$ cat src/rtl/tmds_channel_decoder.sv
// rtl/tmds_channel_decoder.sv - TMDS receive channel: word alignment and 10b->8b decode
//
// Ports:
//   pix_clk   in   pixel clock, rising edge
//   rstn      in   asynchronous active-low reset
//   tmds_din  in   10-bit deserialized TMDS word, bit 0 first on the wire
//   bitslip   out  one-cycle request to rotate the deserializer word boundary by one bit
//   aligned   out  high while locked to the word boundary
//   de_out    out  decoded data enable
//   ctrl_out  out  decoded control bits {c1,c0}
//   data_out  out  decoded pixel byte

module tmds_channel_decoder #(
  parameter int CTRL_RUN   = 8,
  parameter int SEARCH_WIN = 4096,
  parameter int SLIP_WAIT  = 16,
  parameter int LOSS_WIN   = 4096
) (
  input  logic       pix_clk,
  input  logic       rstn,
  input  logic [9:0] tmds_din,
  output logic       bitslip,
  output logic       aligned,
  output logic       de_out,
  output logic [1:0] ctrl_out,
  output logic [7:0] data_out
);

  localparam int WIN_MAX = (SEARCH_WIN > LOSS_WIN) ? SEARCH_WIN : LOSS_WIN;
  localparam int RUN_W   = $clog2(CTRL_RUN + 1);
  localparam int WIN_W   = $clog2(WIN_MAX + 1);
  localparam int WAIT_W  = $clog2(SLIP_WAIT + 1);

  localparam logic [RUN_W-1:0]  RUN_FULL    = RUN_W'(CTRL_RUN);
  localparam logic [WIN_W-1:0]  SEARCH_LAST = WIN_W'(SEARCH_WIN - 1);
  localparam logic [WIN_W-1:0]  LOSS_LAST   = WIN_W'(LOSS_WIN - 1);
  localparam logic [WAIT_W-1:0] WAIT_LAST   = WAIT_W'(SLIP_WAIT - 1);

  typedef enum logic [1:0] {
    S_SEARCH,
    S_SLIP,
    S_WAIT,
    S_LOCKED
  } state_t;

  state_t            state;
  logic [9:0]        w;
  logic [RUN_W-1:0]  run_cnt;
  logic [WIN_W-1:0]  win_cnt;
  logic [WAIT_W-1:0] wait_cnt;

  logic              is_tok;
  logic [1:0]        tok_val;
  logic [8:0]        q;
  logic [7:0]        dec;
  logic [RUN_W-1:0]  run_next;
  logic              lock_hit;

  // Control token recognition on the stage-1 word.
  always_comb begin
    is_tok  = 1'b1;
    tok_val = 2'b00;
    case (w)
      10'h354: tok_val = 2'b00;
      10'h0AB: tok_val = 2'b01;
      10'h154: tok_val = 2'b10;
      10'h2AB: tok_val = 2'b11;
      default: is_tok = 1'b0;
    endcase
  end

  // Undo the optional inversion (bit 9), then the XOR/XNOR chain (bit 8 selects).
  always_comb begin
    q      = w[9] ? {w[8], ~w[7:0]} : w[8:0];
    dec    = 8'h00;
    dec[0] = q[0];
    for (int i = 1; i < 8; i++) begin
      dec[i] = q[8] ? (q[i] ^ q[i-1]) : ~(q[i] ^ q[i-1]);
    end
  end

  always_comb begin
    if (!is_tok) begin
      run_next = '0;
    end else if (run_cnt == RUN_FULL) begin
      run_next = run_cnt;
    end else begin
      run_next = run_cnt + 1'b1;
    end
  end

  // Lock is taken on the edge that decodes the completing token, so that
  // word's outputs and aligned appear together.
  assign lock_hit = (run_next == RUN_FULL);

  always_ff @(posedge pix_clk or negedge rstn) begin
    if (!rstn) begin
      state    <= S_SEARCH;
      w        <= '0;
      run_cnt  <= '0;
      win_cnt  <= '0;
      wait_cnt <= '0;
      bitslip  <= 1'b0;
      aligned  <= 1'b0;
      de_out   <= 1'b0;
      ctrl_out <= 2'b00;
      data_out <= 8'h00;
    end else begin
      w       <= tmds_din;
      bitslip <= 1'b0;
      case (state)
        S_SEARCH: begin
          run_cnt <= run_next;
          if (lock_hit) begin
            state    <= S_LOCKED;
            win_cnt  <= '0;
            aligned  <= 1'b1;
            de_out   <= 1'b0;
            ctrl_out <= tok_val;
            data_out <= 8'h00;
          end else if (win_cnt == SEARCH_LAST) begin
            state   <= S_SLIP;
            bitslip <= 1'b1;
          end else begin
            win_cnt <= win_cnt + 1'b1;
          end
        end

        S_SLIP: begin
          state    <= S_WAIT;
          run_cnt  <= '0;
          win_cnt  <= '0;
          wait_cnt <= '0;
        end

        // Deserializer settling time: incoming words are meaningless here.
        S_WAIT: begin
          if (wait_cnt == WAIT_LAST) begin
            state    <= S_SEARCH;
            wait_cnt <= '0;
            run_cnt  <= '0;
            win_cnt  <= '0;
          end else begin
            wait_cnt <= wait_cnt + 1'b1;
          end
        end

        S_LOCKED: begin
          run_cnt <= run_next;
          if (!is_tok && (win_cnt == LOSS_LAST)) begin
            // Too long without blanking: re-search from the current boundary.
            state    <= S_SEARCH;
            run_cnt  <= '0;
            win_cnt  <= '0;
            aligned  <= 1'b0;
            de_out   <= 1'b0;
            ctrl_out <= 2'b00;
            data_out <= 8'h00;
          end else if (is_tok) begin
            win_cnt  <= '0;
            de_out   <= 1'b0;
            ctrl_out <= tok_val;
            data_out <= 8'h00;
          end else begin
            win_cnt  <= win_cnt + 1'b1;
            de_out   <= 1'b1;
            data_out <= dec;
          end
        end

        default: begin
          state <= S_SEARCH;
        end
      endcase
    end
  end

endmodule

$ cat config.mk
export PLATFORM = sky130hd
export DESIGN_NAME = tmds_channel_decoder
export DESIGN_NICKNAME = d
export VERILOG_FILES = /design/src/rtl/tmds_channel_decoder.sv
export SDC_FILE = /design/constraint.sdc
export NUM_CORES = 1
export LEC_CHECK = 0
export BUFFER_PORTS_ARGS = -buffer_cell sky130_fd_sc_hd__buf_2
export CAP_MARGIN = 10
export CORE_MARGIN = 1
export CORE_UTILIZATION = 52
export DETAILED_ROUTE_END_ITERATION = 16
export GPL_ROUTABILITY_DRIVEN = 0
export PLACE_DENSITY_LB_ADDON = 0.08
export SETUP_SLACK_MARGIN = 0.15
export SYNTH_ARGS = -nofsm -noshare
export SYNTH_HDL_FRONTEND = slang
export SYNTH_SLANG_ARGS = --single-unit
$ cat constraint.sdc
create_clock -name pix_clk -period 2.3 [get_ports pix_clk]
set_clock_uncertainty 0.2 [all_clocks]
set_input_delay 0.46 -clock pix_clk [delete_from_list [all_inputs] [get_ports pix_clk]]
set_output_delay 0.46 -clock pix_clk [all_outputs]
set_load 0.1 [all_outputs]
==> metrics.md <==
| Metric | Value |
|---|---|
| Run status | `complete, but fails checks` |
| Failing checks | `setup timing` |
| Antenna violations before repair | `0` |
| Total gr overflow | `0` |
| Sequential share of power | `54.4%` |
| DR vias | `1,940` |
| Final hold vios | `0` |
| Fin util | `76.3%` |
| Cell variety after synth | `42` |
| Startpoint Class | `flip-flop` |
| CP Data Arrival Time | `2.38 ns` |
| Layout cells sized above 1 | `35.7%` |
| R2R Path Start | `run_cnt[1]$_DFFE_PN0P_` |
| Initial core utilization | `55.7%` |
| Crit-path max cell delay | `0.42 ns` |
| Iteration-0 DRC Markers | `121` |
| Top-count cell post-synth | `dfrtp_1` |
| Synth Cell Area | `2310 sq um` |
| Leak | `0.00148 uW` |
| Clock tree root buffer cell | `clkbuf_8` |
| Critical Path Sink Type | `flip-flop` |
| Residual DRC | `0` |
| Total negative setup slack | `-0.0922 ns` |
| Max Cap Viol | `0` |
| GRT Overall Usage | `24.5%` |
| Critical-path cell list | `inv_2 -> ha_4 -> a21oi_4 -> o311ai_4 -> buf_4 -> a211oi_4 -> buf_6 -> o21ai_4 -> or4_1 -> a21oi_2` |
| Synth top area cells | `dfrtp_1 51%, o21ai_0 5.4%, xor2_1 4.6%` |
| CTS H-Tree Depth | `2` |
| Largest net degree at the start of global routing | `19` |
| Post-synth top area cell | `dfrtp_1` |
| Number of flops mapped to enable cells by yosys | `0` |
| Core area | `4140 sq um` |
| HPWL Detailed | `3500 um` |
| Final Critical Period | `2.35 ns` |
| Clk slew on worst S/H paths | `0.08 ns` |
| Hold crit path type | `input pin to flip-flop` |
| Dpl ws | `-0.102 ns` |
| Routed WL per cell | `15.3 um` |
| CP Buf/Inv Count | `3` |
| Setup ws final | `-0.0490 ns` |
| Sw Share | `20.6%` |
| First-pass GRT wire length | `8330 um` |
| Sink Count | `47` |
| Die H | `68.6 um` |
| NumNets Final | `319` |
| Fmax | `426 MHz` |
| Hold Startpoint | `tmds_din[4]` |
| Synth cell count leaders | `47 x dfrtp_1, 25 x o21ai_0, 16 x nand2_1` |
| Synth top area share | `50.9%` |
| CP Class | `flip-flop to flip-flop` |
| Crit-path max FO | `6` |
| Crit path max-delay cell type | `dfrtp_1` |
| CTS tree | `done` |
| Placement Rows | `23` |
| WP data required | `2.33 ns` |
| Unrepaired setup endpoints after global routing | `true` |
| Combinational power share | `5.2%` |
| Cells after Synth | `225` |
| Cell internal pwr | `1230 uW` |
| Max VDD drop | `0.434 mV` |
| Sw Pwr | `318 uW` |
| Vias in the first global route | `1,786` |
| Post-DP Area | `2790 sq um` |
| Crit path max-delay family | `compound AO/OA/AOI/OAI gates` |
| Slew at the pin closest to its max-slew limit | `0.488 ns` |
| # port buffers | `24` |
| Synthesis-stage register bit count | `47` |
| Full die area | `4710 sq um` |
| Finish-stage setup viols | `3` |
| CTS buffer count | `5` |
| Antenna diode count | `0` |
| CP Launch Point | `run_cnt[1]$_DFFE_PN0P_` |
| Power per cell area | `488 nW/um^2` |
| Remaining antenna violation count | `0` |
| Fin. max-slew vios | `0` |
| Latest clock arrival within the worst-skew pair | `0.29 ns` |
| Fraction of synthesis flops using an asynchronous set or reset pin | `100%` |
| Via density | `5.54` |
| Routed WL | `5360 um` |
| Clock power frac | `40.4%` |
| Post-synthesis sequential area ratio | `50.9%` |
| Slew HR | `67.7%` |
| Fin crit share | `102%` |
| Maximum root-to-sink buffer count | `2` |
| First-pass iteration count of the detailed router | `4` |
| Synth warn | `0` |
| Area grow syn2layout | `37.0%` |
| IO Pins | `25` |
| Ys flop type | `dfrtp_1` |
| Final instance area | `3160 sq um` |
| Syn avg cell area | `10.3 sq um` |
| Syn_nets | `245` |
| Die width | `68.6 um` |
==> layout by cell type, fill, tap and decap left out, types with 3 or more instances in the layout <==
master | netlist | routed
dfrtp_1 | 47 | 47
buf_4 | 0 | 44
buf_2 | 3 | 24
nand2_1 | 16 | 15
o21ai_0 | 25 | 14
xor2_1 | 12 | 12
nand3_1 | 12 | 11
nor2_1 | 11 | 10
o21ai_1 | 0 | 9
a22o_1 | 8 | 8
a21oi_1 | 11 | 7
xnor2_1 | 7 | 7
inv_1 | 9 | 6
clkbuf_8 | 0 | 6
and3_1 | 5 | 5
ha_1 | 8 | 5
buf_6 | 0 | 4
inv_2 | 0 | 3
nor3_1 | 3 | 3
o211ai_1 | 3 | 3
or3_1 | 3 | 3
o22ai_1 | 3 | 3
==> flip-flops by register name, indices dropped and copies added, names as in the netlist <==
name,cells
bitslip,1
wait_cnt,5
win_cnt,13
run_cnt,4
aligned,1
w,10
data_out,8
de_out,1
state,2
ctrl_out,2
==> worst reg2reg max path, stage by stage (launching register included) <==
cell and delay (ns):
dfrtp_1 0.42, inv_2 0.08, ha_4 0.18, a21oi_4 0.17, o311ai_4 0.09, buf_4 0.15
a211oi_4 0.21, buf_6 0.16, o21ai_4 0.07, or4_1 0.42, a21oi_2 0.13
==> metrics by stage <==
stage	total power [uW]	cells	hold slack, ns
2_1_floorplan	890	225	-0.0356
3_3_place_gp	934	329	0.196
3_5_place_dp	936	329	0.199
4_1_cts	1550	347	0.0646
5_1_grt	1600	350	0.0555
6_report	1540	350	0.0676
==> area by class of cell <==
type / instances / area (sq um)
Multi-Input combinational cell: 160 / 1200
Sequential cell: 47 / 1180
Fill cell: 281 / 981
Timing Repair Buffer: 76 / 571
Clock buffer: 6 / 82.6
Tap cell: 50 / 62.6
Clock inverter: 2 / 35.0
Inverter: 9 / 33.8
==> power groups by stage <==
stage | registers [uW] | logic, uW | clock network, uW
after floorplan | 859 | 30.8 | 0
after global routing | 841 | 89.9 | 664
final | 840 | 80.1 | 624
after CTS | 840 | 81.1 | 631
after detailed placement | 857 | 79.5 | 0
after global placement | 856 | 78.1 | 0
==> kinds of logic (layout without fill, tap and decap cells) <==
logic type | count (synthesis) | after routing | share of synthesized area, %
simple gates | 69 | 69 | 16.0
mux | 3 | 3 | 1.36
buf+inv | 18 | 93 | 3.09
fa+ha+maj | 8 | 8 | 4.34
compound gates | 61 | 61 | 17.0
xor+xnor | 19 | 19 | 7.21
flops | 47 | 47 | 50.9
==> path summary, 6_finish.rpt <==
check	slack (ns)	endpoint	cells after the start
worst max register to register	-0.05	win_cnt[5]$_DFFE_PN0P_	10
min in group asynchronous	0.42	data_out[4]$_DFFE_PN0P_	2
worst min-delay path	0.07	w[4]$_DFF_PN0_	1
worst max-delay path	-0.05	win_cnt[5]$_DFFE_PN0P_	10
worst min register to register	0.29	de_out$_DFFE_PN0P_	1
max in group asynchronous	0.93	win_cnt[1]$_DFFE_PN0P_	3
==> repair_timing <==
item,CTS,global route
cloned,1,0
hold endpoints to repair,16,0
hold buffers,1,0
setup buffers,8,3
resized for setup,20,19
endpoints found under the setup margin,27,30
pin swaps,16,8
==> layer usage <==
metal | vias up | GRT usage, % | share of wire (%)
met5 | - | 0 | 0
met4 | 0 | 9.11 | 2.2
met3 | 15 | 5.10 | 3.3
met2 | 51 | 39.3 | 48
met1 | 928 | 32.5 | 46
li1 | 946 | - | -
No activity file was read; power rests on OpenSTA's default activity.
